## config.mk

```make
export PLATFORM = sky130hd
export DESIGN_NAME = cios_beta_seq
export DESIGN_NICKNAME = d
export VERILOG_FILES = /design/src/rtl/cios_beta_seq.sv
export SDC_FILE = /design/constraint.sdc
export NUM_CORES = 1
export LEC_CHECK = 0
export ABC_CLOCK_PERIOD_IN_PS = 9220
export CORE_UTILIZATION = 25
export CTS_BUF_LIST = sky130_fd_sc_hd__clkbuf_4 sky130_fd_sc_hd__clkbuf_8 sky130_fd_sc_hd__clkbuf_16
export CTS_CLUSTER_SIZE = 30
export DETAILED_ROUTE_END_ITERATION = 10
export HOLD_SLACK_MARGIN = 0.15
export PLACE_DENSITY = 0.38
export RECOVER_POWER = 25
export SLEW_MARGIN = 40
export SYNTH_ARGS = -nofsm -noshare
export SYNTH_HDL_FRONTEND = slang
export SYNTH_SLANG_ARGS = --single-unit
```

## constraint.sdc

```tcl
create_clock -name clk -period 9.22 [get_ports clk]
set_clock_uncertainty 0.15 [all_clocks]
set_input_delay 0.922 -clock clk [delete_from_list [all_inputs] [get_ports clk]]
set_output_delay 0.922 -clock clk [all_outputs]
set_load 0.1 [all_outputs]
```

## src/rtl/cios_beta_seq.sv

```systemverilog
// CIOS Montgomery reduction-factor stage.
// Captures T[0] and n' for one outer iteration, forms m = T[0]*n' mod 2^WIDTH,
// then holds m and walks the word index j across all NWORDS words, issuing one
// word per unstalled cycle to the gamma stage.
module cios_beta_seq #(
  parameter int WIDTH  = 32,
  parameter int NWORDS = 8,
  parameter int IDX_W  = (NWORDS > 1) ? $clog2(NWORDS) : 1
) (
  input  logic             clk,
  input  logic             rst_n,
  input  logic             start,
  input  logic [WIDTH-1:0] t0_in,
  input  logic [WIDTH-1:0] n_prime,
  input  logic             stall,
  output logic             busy,
  output logic [WIDTH-1:0] m_out,
  output logic             m_valid,
  output logic [IDX_W-1:0] j_idx,
  output logic             en_out,
  output logic             last,
  output logic             done
);

  localparam logic [IDX_W-1:0] J_LAST = IDX_W'(NWORDS - 1);

  typedef enum logic [1:0] {
    IDLE   = 2'd0,
    MUL    = 2'd1,
    STREAM = 2'd2,
    DONE   = 2'd3
  } state_t;

  state_t           state, state_nx;
  logic [WIDTH-1:0] t0_r, np_r;
  logic [WIDTH-1:0] m_next;

  // Product evaluated at WIDTH bits, so only the low word of t0*n' is formed.
  assign m_next = t0_r * np_r;

  // State register.
  always_ff @(posedge clk or negedge rst_n) begin
    if (!rst_n) state <= IDLE;
    else        state <= state_nx;
  end

  // Next state and decoded outputs; issue strobe follows stall combinationally.
  always_comb begin
    state_nx = state;
    busy     = 1'b0;
    m_valid  = 1'b0;
    en_out   = 1'b0;
    last     = 1'b0;
    done     = 1'b0;
    case (state)
      IDLE: begin
        if (start) state_nx = MUL;
      end
      MUL: begin
        busy     = 1'b1;
        state_nx = STREAM;
      end
      STREAM: begin
        busy    = 1'b1;
        m_valid = 1'b1;
        en_out  = ~stall;
        last    = ~stall & (j_idx == J_LAST);
        if (last) state_nx = DONE;
      end
      DONE: begin
        busy     = 1'b1;
        done     = 1'b1;
        state_nx = IDLE;
      end
      default: state_nx = IDLE;
    endcase
  end

  // Operand capture, m computation and word index sequencing.
  always_ff @(posedge clk or negedge rst_n) begin
    if (!rst_n) begin
      t0_r  <= '0;
      np_r  <= '0;
      m_out <= '0;
      j_idx <= '0;
    end else begin
      case (state)
        IDLE: begin
          if (start) begin
            t0_r <= t0_in;
            np_r <= n_prime;
          end
        end
        MUL: begin
          m_out <= m_next;
          j_idx <= '0;
        end
        STREAM: begin
          if (en_out) begin
            if (j_idx == J_LAST) j_idx <= '0;
            else                 j_idx <= j_idx + 1'b1;
          end
        end
        default: ;
      endcase
    end
  end

endmodule
```

==> results of run 1 <==
sequential cells by signal, summed over array words and instances, names as in the netlist:
name,cells
np_r,32
state,2
m_out,32
j_idx,3
t0_r,32
layer usage:
layer / GRT usage / vias to the layer above
met5: 0 / -
met4: 0.03486 / 0
met3: 0.01353 / 36
met2: 0.2697 / 163
met1: 0.2031 / 6938
li1: - / 6022
placed cells by master, fill, tap and decap left out, types with 9 or more instances in the layout:
cell type / count
sky130_fd_sc_hd__inv_1: 394
sky130_fd_sc_hd__fa_1: 408
sky130_fd_sc_hd__xnor2_1: 64
sky130_fd_sc_hd__ha_1: 129
sky130_fd_sc_hd__xor2_1: 16
sky130_fd_sc_hd__nor2_1: 19
sky130_fd_sc_hd__a21o_1: 9
sky130_fd_sc_hd__o21ai_0: 14
sky130_fd_sc_hd__dfrtp_1: 91
sky130_fd_sc_hd__nand2_1: 219
sky130_fd_sc_hd__clkdlybuf4s50_1: 65
sky130_fd_sc_hd__dfrtp_2: 10
sky130_fd_sc_hd__mux2_2: 84
sky130_fd_sc_hd__a21oi_1: 30
sky130_fd_sc_hd__and2_1: 331
sky130_fd_sc_hd__clkbuf_16: 9
sky130_fd_sc_hd__buf_4: 27
sky130_fd_sc_hd__buf_2: 40
through the flow:
| stage | util | hold WS (ns) |
|---|---|---|
| global placement | 0.2818 | 0.3377 |
| finish | 0.2838 | 0.3504 |
| detailed placement | 0.2798 | 0.3285 |
| CTS | 0.2840 | 0.3532 |
| global route | 0.2838 | 0.3727 |
| floorplan | - | 0.3298 |
final cells by class:
cell class / count / area (sq um) / area share
multi-input cells: 1404 / 15350 / 0.6948
flip-flops and latches: 101 / 2540 / 0.1150
inverters: 394 / 1479 / 0.06695
well taps: 1040 / 1301 / 0.05890
repair buffers: 137 / 1095 / 0.04956
clock buffers: 10 / 232.7 / 0.01053
clock inverters: 6 / 93.84 / 0.004248
cell families (layout without fill, tap and decap cells):
logic type / count (synthesis) / in the layout
XOR/XNOR: 81 / 81
adder cells (fa/ha/maj): 538 / 538
multiplexers: 86 / 86
AO/OA/AOI/OAI: 99 / 99
buffers and inverters: 499 / 547
flip-flops: 101 / 101
AND/OR/NAND/NOR: 600 / 600
worst max path at each step:
stage	start	end	slack, ns	cells after the start
after floorplan	t0_r[14]	m_out[29]	2.26	25
after global placement	np_r[5]	m_out[29]	1.36	22
after detailed placement	np_r[6]	m_out[29]	1.41	22
after CTS	np_r[6]	m_out[29]	1.39	22
after global routing	np_r[6]	m_out[29]	1.08	22
final	t0_r[13]	m_out[29]	1.41	22
worst register-to-register path, stage by stage, from the launching register on:
cell and delay (ns):
sky130_fd_sc_hd__dfrtp_1 0.91, sky130_fd_sc_hd__and2_1 0.26, sky130_fd_sc_hd__fa_1 0.42, sky130_fd_sc_hd__fa_1 0.50
sky130_fd_sc_hd__fa_1 0.51, sky130_fd_sc_hd__inv_1 0.05, sky130_fd_sc_hd__fa_1 0.48, sky130_fd_sc_hd__inv_1 0.06
sky130_fd_sc_hd__fa_1 0.49, sky130_fd_sc_hd__inv_1 0.05, sky130_fd_sc_hd__fa_1 0.55, sky130_fd_sc_hd__inv_1 0.05
sky130_fd_sc_hd__fa_1 0.50, sky130_fd_sc_hd__fa_1 0.42, sky130_fd_sc_hd__ha_1 0.40, sky130_fd_sc_hd__nand4_2 0.13
sky130_fd_sc_hd__o21bai_1 0.10, sky130_fd_sc_hd__a211o_1 0.32, sky130_fd_sc_hd__a221oi_2 0.58, sky130_fd_sc_hd__a21oi_2 0.17
sky130_fd_sc_hd__a41oi_2 0.23, sky130_fd_sc_hd__xnor2_1 0.09, sky130_fd_sc_hd__mux2_4 0.26
==> impl_table.tex, run 1 <==
\begin{tabular}{lr}
\hline
Metric & Value \\
\hline
\multicolumn{2}{l}{\textbf{Route}} \\
\quad Drt initial violations & just over 500 \\
\quad Wire per inst & 19.04 um \\
\quad DR DRC count & 0 \\
\quad ANT nets after route & 0 \\
\quad Met1 wire length & 26920 um \\
\quad DR top layer & met4 \\
\quad Vias per cell & 4.256 \\
\quad Met3 layer wire length in the routed design & between 1000 and 1500 um \\
\quad Number of detailed-route iterations in the first pass & 4 \\
\quad DR WL met2 & 29750 um \\
\quad Wire length reported by the detailed router & 58890 um \\
\quad Via count of the routed design & between 10000 and 15000 \\
\multicolumn{2}{l}{\textbf{Critical path}} \\
\quad Nature of the critical path startpoint & register \\
\quad Maximum fanout along the worst path & 20 \\
\quad Required time at the worst-slack endpoint & 9.35 ns \\
\quad Peak per-stage delay on the critical path & 0.91 ns \\
\quad Data arrival time of the critical path & 7.94 ns \\
\quad Origin of the critical flop-to-flop path & t0\_r[13] \\
\quad Worst Path Class, Setup & register to register \\
\quad Critical register-to-register path endpoint & m\_out[29] \\
\quad Crit-path slowest cell & sky130\_fd\_sc\_hd\_\_dfrtp\_1 \\
\quad Cell-by-cell listing of the critical path & and2\_1, fa\_1, fa\_1, fa\_1, inv\_1, fa\_1, inv\_1, fa\_1, inv\_1, fa\_1, inv\_1, fa\_1, fa\_1, ha\_1, nand4\_2, o21bai\_1, a211o\_1, a221oi\_2, a21oi\_2, a41oi\_2, xnor2\_1, mux2\_4 \\
\quad Worst setup EP type & register \\
\quad Cell mode on critical path & sky130\_fd\_sc\_hd\_\_fa\_1 \\
\quad Worst R2R Setup Slack & 1.41 ns \\
\quad Worst Path Buf+Inv & 4 \\
\quad Dominant delay contributor by cell family on the critical path & adder cells \\
\quad Cells on worst reg2reg path & 22 \\
\multicolumn{2}{l}{\textbf{Synthesis}} \\
\quad Most frequent cell after synthesis & sky130\_fd\_sc\_hd\_\_fa\_1 \\
\quad Share of synthesized registers carrying an async set or reset & 1.000 \\
\quad Mean area per synthesized cell & 9.864 sq um \\
\quad Main combinational cell family by area after synthesis & adder cells \\
\quad Area leader, netlist & sky130\_fd\_sc\_hd\_\_fa\_1 \\
\quad Cell variety after synth & 55 \\
\quad Multiplexer share of the synthesized area & 0.04912 \\
\quad Share of synthesized cell area in full adder, half adder and majority cells & 0.4955 \\
\quad Top flip-flop cell by instance count after synthesis & sky130\_fd\_sc\_hd\_\_dfrtp\_1 \\
\quad Share of the yosys chip area belonging to registers & 0.1279 \\
\quad Area share of and/or/nand/nor cells after synthesis & 0.1605 \\
\quad Syn. warnings & 0 \\
\quad Commonest cells post-synth & 408 x sky130\_fd\_sc\_hd\_\_fa\_1, 394 x sky130\_fd\_sc\_hd\_\_inv\_1, 331 x sky130\_fd\_sc\_hd\_\_and2\_1, 219 x sky130\_fd\_sc\_hd\_\_nand2\_1, 130 x sky130\_fd\_sc\_hd\_\_ha\_1 \\
\quad Cell Area, Synth & 19770 sq um \\
\quad Fraction of synthesized cell area in xor and xnor cells & 0.03658 \\
\quad Synthesis-stage register bit count & 101 \\
\quad Number of enable-type register cells in the synthesized netlist & 0 \\
\quad Cell count after synthesis & 2004 \\
\quad Top cell type's share of synthesized area & 0.4132 \\
\quad Area contributors post-synth & sky130\_fd\_sc\_hd\_\_fa\_1 41\%, sky130\_fd\_sc\_hd\_\_dfrtp\_1 13\%, sky130\_fd\_sc\_hd\_\_and2\_1 10\% \\
\quad Number of nets in the synthesized netlist & 2610 \\
\quad Post-synthesis compound-gate area fraction & 0.03424 \\
\multicolumn{2}{l}{\textbf{GRT}} \\
\quad Pin count of the biggest net entering global routing & 60 \\
\quad Initial antenna violation count & 3 \\
\quad Aggregate global routing overflow & 0 \\
\quad Overall global routing resource usage & 0.1534 \\
\quad Via count of the first global-routing pass & 15060 \\
\quad Wire length of the first global-routing pass & 93100 um \\
\multicolumn{2}{l}{\textbf{Floorplanning}} \\
\quad Die area & about 80000 sq um \\
\quad Chip Width & between 200 and 300 um \\
\quad Number of rows in the core area & 102 \\
\quad Die height & between 200 and 300 um \\
\quad Core outline area & 77850 sq um \\
\quad Boundary Pins & approximately 110 \\
\quad Initial standard-cell utilization of the core & 0.2539 \\
\multicolumn{2}{l}{\textbf{Timing}} \\
\quad Least-Margin Pin Slew & 3.581 ns \\
\quad Setup\_tns & 0 ns \\
\quad Count of endpoints failing setup in the final report & 0 \\
\quad Worst slew margin & -1.387 \\
\quad Crit path time final & 7.809 ns \\
\quad Count of final max-slew check failures & 104 \\
\quad Peak clock frequency supported by timing & 128.1 MHz \\
\quad RSZ-0062 raised after global routing & no \\
\quad Tcrit/Tclk final & 0.8470 \\
\quad Setup WS post-layout & roughly 1.4 ns \\
\quad Count of endpoints failing hold in the final timing report & 0 \\
\multicolumn{2}{l}{\textbf{Placed design}} \\
\quad RePlAce Congestion & 0.7773 \\
\quad Half-perimeter wire length after placement & 48590 um \\
\quad Post-place setup slack & about 1.4 ns \\
\quad Cells after DPL & 3076 \\
\quad Area after detailed placement & 21780 sq um \\
\quad Number of input and output port buffers inserted & 107 \\
\multicolumn{2}{l}{\textbf{Clock network}} \\
\quad PostCTS Resize Cnt & 0 \\
\quad TritonCTS clock tree & built \\
\quad Clock insertion delay at the later pin of the skew report & 0.40 ns \\
\quad Buffers inserted during post-CTS setup optimization & 0 \\
\quad \# H-tree levels & 3 \\
\quad Cts bufs inserted & 9 \\
\quad Clock slew seen by the registers of the worst setup and hold paths & 0.09 ns \\
\quad Hold bufs inserted after CTS & 0 \\
\quad Clk sink count & 101 \\
\quad Root cell of the clock tree & sky130\_fd\_sc\_hd\_\_clkbuf\_16 \\
\quad CTS max path bufs & 2 \\
\multicolumn{2}{l}{\textbf{Worst hold path}} \\
\quad WHS Endpoint & m\_out[14] \\
\quad Critical hold path startpoint & m\_out[14] \\
\quad Cell depth of the worst min-delay path & 2 \\
\quad Tightest Hold Check Type & register to register \\
\multicolumn{2}{l}{\textbf{Layout}} \\
\quad Nets@finish & about 2700 \\
\quad Design area & $\sim$22000 sq um \\
\quad Filler Cells Inserted & 8332 \\
\quad Count of inserted antenna diode cells & 0 \\
\quad Share of cells above drive strength 1 & 0.09259 \\
\quad Cell Count, Final, Fillers Out & 3092 \\
\quad Area added between synthesis and finish & 11.75\% \\
\multicolumn{2}{l}{\textbf{Status}} \\
\quad Status & finished, violations left \\
\quad Violations in the final reports & capacitance limit, slew limit \\
\multicolumn{2}{l}{\textbf{Job}} \\
\quad Count of max-cap constraint violations & 2 \\
\hline
\end{tabular}
Power of run 1 is left out: the tool's default activity adds up to more than one toggle a clock period on the data nets, which glitch-free logic cannot reach.
==> run 2: changes to the inputs <==
ABC_CLOCK_PERIOD_IN_PS = 7800   (was 9220)
clock period = 7.8 ns   (was 9.22 ns; I/O delays follow)
==> impl_table.tex, run 2 (synthesized netlist as in run 1, its figures left out) <==
\begin{tabular}{lr}
\hline
Metric & Value \\
\hline
\multicolumn{2}{l}{\textbf{Status}} \\
\quad Status & finished, violations left \\
\quad Violations in the final reports & capacitance limit, slew limit \\
\multicolumn{2}{l}{\textbf{GRT}} \\
\quad Overall global routing resource usage & 0.1597 \\
\quad Aggregate global routing overflow & 0 \\
\quad Pin count of the biggest net entering global routing & 65 \\
\quad Wire length of the first global-routing pass & 95880 um \\
\quad Initial antenna violation count & 2 \\
\quad Via count of the first global-routing pass & 15000 \\
\multicolumn{2}{l}{\textbf{Floorplanning}} \\
\quad Chip Width & 283.2 um \\
\quad Die area & 80200 sq um \\
\quad Boundary Pins & 108 \\
\quad Core outline area & $\sim$80000 sq um \\
\quad Initial standard-cell utilization of the core & 0.2539 \\
\quad Number of rows in the core area & around 100 \\
\quad Die height & 283.2 um \\
\multicolumn{2}{l}{\textbf{Layout}} \\
\quad Register area & around 2500 sq um \\
\quad Highest-count cells in the layout ignoring fill and taps & 408 x sky130\_fd\_sc\_hd\_\_fa\_1, 394 x sky130\_fd\_sc\_hd\_\_inv\_1, 331 x sky130\_fd\_sc\_hd\_\_and2\_1 \\
\quad Area of combinational cells with multiple inputs & 15340 sq um \\
\quad Area added between synthesis and finish & 12.84\% \\
\quad Filler Cells Inserted & 8337 \\
\quad Leading cell type in the layout, fill and taps excluded & sky130\_fd\_sc\_hd\_\_fa\_1 \\
\quad Largest registers & m\_out x32, np\_r x32, t0\_r x32 \\
\quad Nets@finish & 2690 \\
\quad Share of cells above drive strength 1 & 0.1039 \\
\multicolumn{2}{l}{\textbf{Clock network}} \\
\quad Buffers inserted during post-CTS setup optimization & 0 \\
\quad \# H-tree levels & 3 \\
\quad PostCTS Resize Cnt & 0 \\
\quad Hold bufs inserted after CTS & 0 \\
\quad Cts bufs inserted & 9 \\
\quad CTS max path bufs & 2 \\
\quad Root cell of the clock tree & sky130\_fd\_sc\_hd\_\_clkbuf\_16 \\
\quad Clk sink count & 101 \\
\quad TritonCTS clock tree & built \\
\quad Clock insertion delay at the later pin of the skew report & 0.40 ns \\
\quad Clock slew seen by the registers of the worst setup and hold paths & $\sim$0.090 ns \\
\multicolumn{2}{l}{\textbf{Critical path}} \\
\quad Worst R2R Setup Slack & 0.40 ns \\
\quad Worst setup EP type & register \\
\quad Nature of the critical path startpoint & register \\
\quad Required time at the worst-slack endpoint & 7.86 ns \\
\quad Cell-by-cell listing of the critical path & buf\_4, and2\_1, fa\_1, fa\_1, fa\_1, inv\_1, fa\_1, inv\_1, fa\_1, fa\_1, fa\_1, fa\_1, ha\_1, and2\_1, a211o\_1, a221oi\_2, buf\_4, a21oi\_2, a31oi\_1, xnor2\_1, a21oi\_1 \\
\quad Cells on worst reg2reg path & 21 \\
\quad Worst Path Class, Setup & register to register \\
\quad Critical register-to-register path endpoint & m\_out[31] \\
\quad Maximum fanout along the worst path & 13 \\
\quad Peak per-stage delay on the critical path & 0.56 ns \\
\quad Cell mode on critical path & sky130\_fd\_sc\_hd\_\_fa\_1 \\
\quad Crit-path slowest cell & sky130\_fd\_sc\_hd\_\_dfrtp\_1 \\
\quad Data arrival time of the critical path & approximately 7.5 ns \\
\quad Origin of the critical flop-to-flop path & t0\_r[16] \\
\quad Startpoint of the worst setup timing path & t0\_r[16] \\
\multicolumn{2}{l}{\textbf{Worst hold path}} \\
\quad WHS Endpoint & m\_out[14] \\
\quad Tightest Hold Check Type & register to register \\
\quad Cell depth of the worst min-delay path & 2 \\
\quad Critical hold path startpoint & m\_out[14] \\
\multicolumn{2}{l}{\textbf{Placed design}} \\
\quad Number of input and output port buffers inserted & 107 \\
\quad Half-perimeter wire length after placement & between 50000 and 60000 um \\
\quad Post-place setup slack & 0.3393 ns \\
\quad RePlAce Congestion & slightly above 0.8 \\
\multicolumn{2}{l}{\textbf{Route}} \\
\quad Wire per inst & 19.73 um \\
\quad Vias per cell & 4.219 \\
\quad DR DRC count & 0 \\
\quad ANT nets after route & 0 \\
\quad Drt initial violations & 679 \\
\quad Wire length reported by the detailed router & 61730 um \\
\quad Via count of the routed design & about 13000 \\
\quad Number of detailed-route iterations in the first pass & 5 \\
\multicolumn{2}{l}{\textbf{Timing}} \\
\quad Count of final max-slew check failures & 144 \\
\quad Crit path time final & 7.397 ns \\
\quad Count of endpoints failing hold in the final timing report & 0 \\
\quad Setup\_tns & 0 ns \\
\quad Setup WS post-layout & 0.4034 ns \\
\quad RSZ-0062 raised after global routing & no \\
\quad Worst slew margin & -1.887 \\
\quad Least-Margin Pin Slew & 4.330 ns \\
\quad Tcrit/Tclk final & 0.9483 \\
\quad Peak clock frequency supported by timing & 135.2 MHz \\
\quad Count of endpoints failing setup in the final report & 0 \\
\multicolumn{2}{l}{\textbf{Job}} \\
\quad Count of max-cap constraint violations & 3 \\
\hline
\end{tabular}
==> run 2: area by class of cell <==
class | instances | share of cell area
Multi-Input combinational cell | 1404 | 0.6877
Antenna cell | 1 | 0.0001122
Clock buffer | 10 | 0.01071
Inverter | 394 | 0.06630
Clock inverter | 5 | 0.001627
Tap cell | 1040 | 0.05834
Sequential cell | 101 | 0.1134
Timing Repair Buffer | 174 | 0.06187
==> run 2: critical path, delay by kind of cell, from the launching register on <==
| kind | cells | cell delay, ns |
|---|---|---|
| buf+inv | 4 | 0.61 |
| simple gates | 2 | 0.40 |
| flops | 1 | 0.56 |
| compound gates | 5 | 1.02 |
| fa+ha+maj | 9 | 4.33 |
| xor+xnor | 1 | 0.15 |
==> run 2: stage by stage <==
step | area [sq um] | hold slack, ns | util | instances
3_5_place_dp | 22050 | 0.3304 | 0.2833 | 3113
2_1_floorplan | 19770 | 0.3298 | - | 2004
6_report | 22310 | 0.3414 | 0.2865 | 3129
5_1_grt | 22300 | 0.3782 | 0.2865 | 3128
4_1_cts | 22330 | 0.2711 | 0.2868 | 3128
3_3_place_gp | 22230 | 0.3380 | 0.2856 | 3113
==> run 2: worst max path at each step <==
stage / endpoint / slack, ns / depth (start not counted)
6_report: m_out[31] / 0.40 / 21
3_5_place_dp: m_out[29] / 0.34 / 21
4_1_cts: m_out[29] / 0.32 / 21
2_1_floorplan: m_out[29] / 0.84 / 25
5_1_grt: m_out[31] / 0.09 / 21
3_3_place_gp: m_out[31] / 0.40 / 21
==> run 2: per-layer routing <==
metal,global-route usage,up-vias,share of wire
li1,-,6093,-
met1,0.2100,6918,0.44
met2,0.2890,168,0.53
met3,0.01063,22,0.018
met4,0.02770,0,0.0099
met5,0,-,0
Power of run 2 is left out for the same reason.
==> run 3: changes to the inputs <==
TNS_END_PERCENT = 10   (was unset)
==> results of run 3 <==
Final layout, timing and power as in run 2 (identical DEF).
Power of run 3 is left out for the same reason.
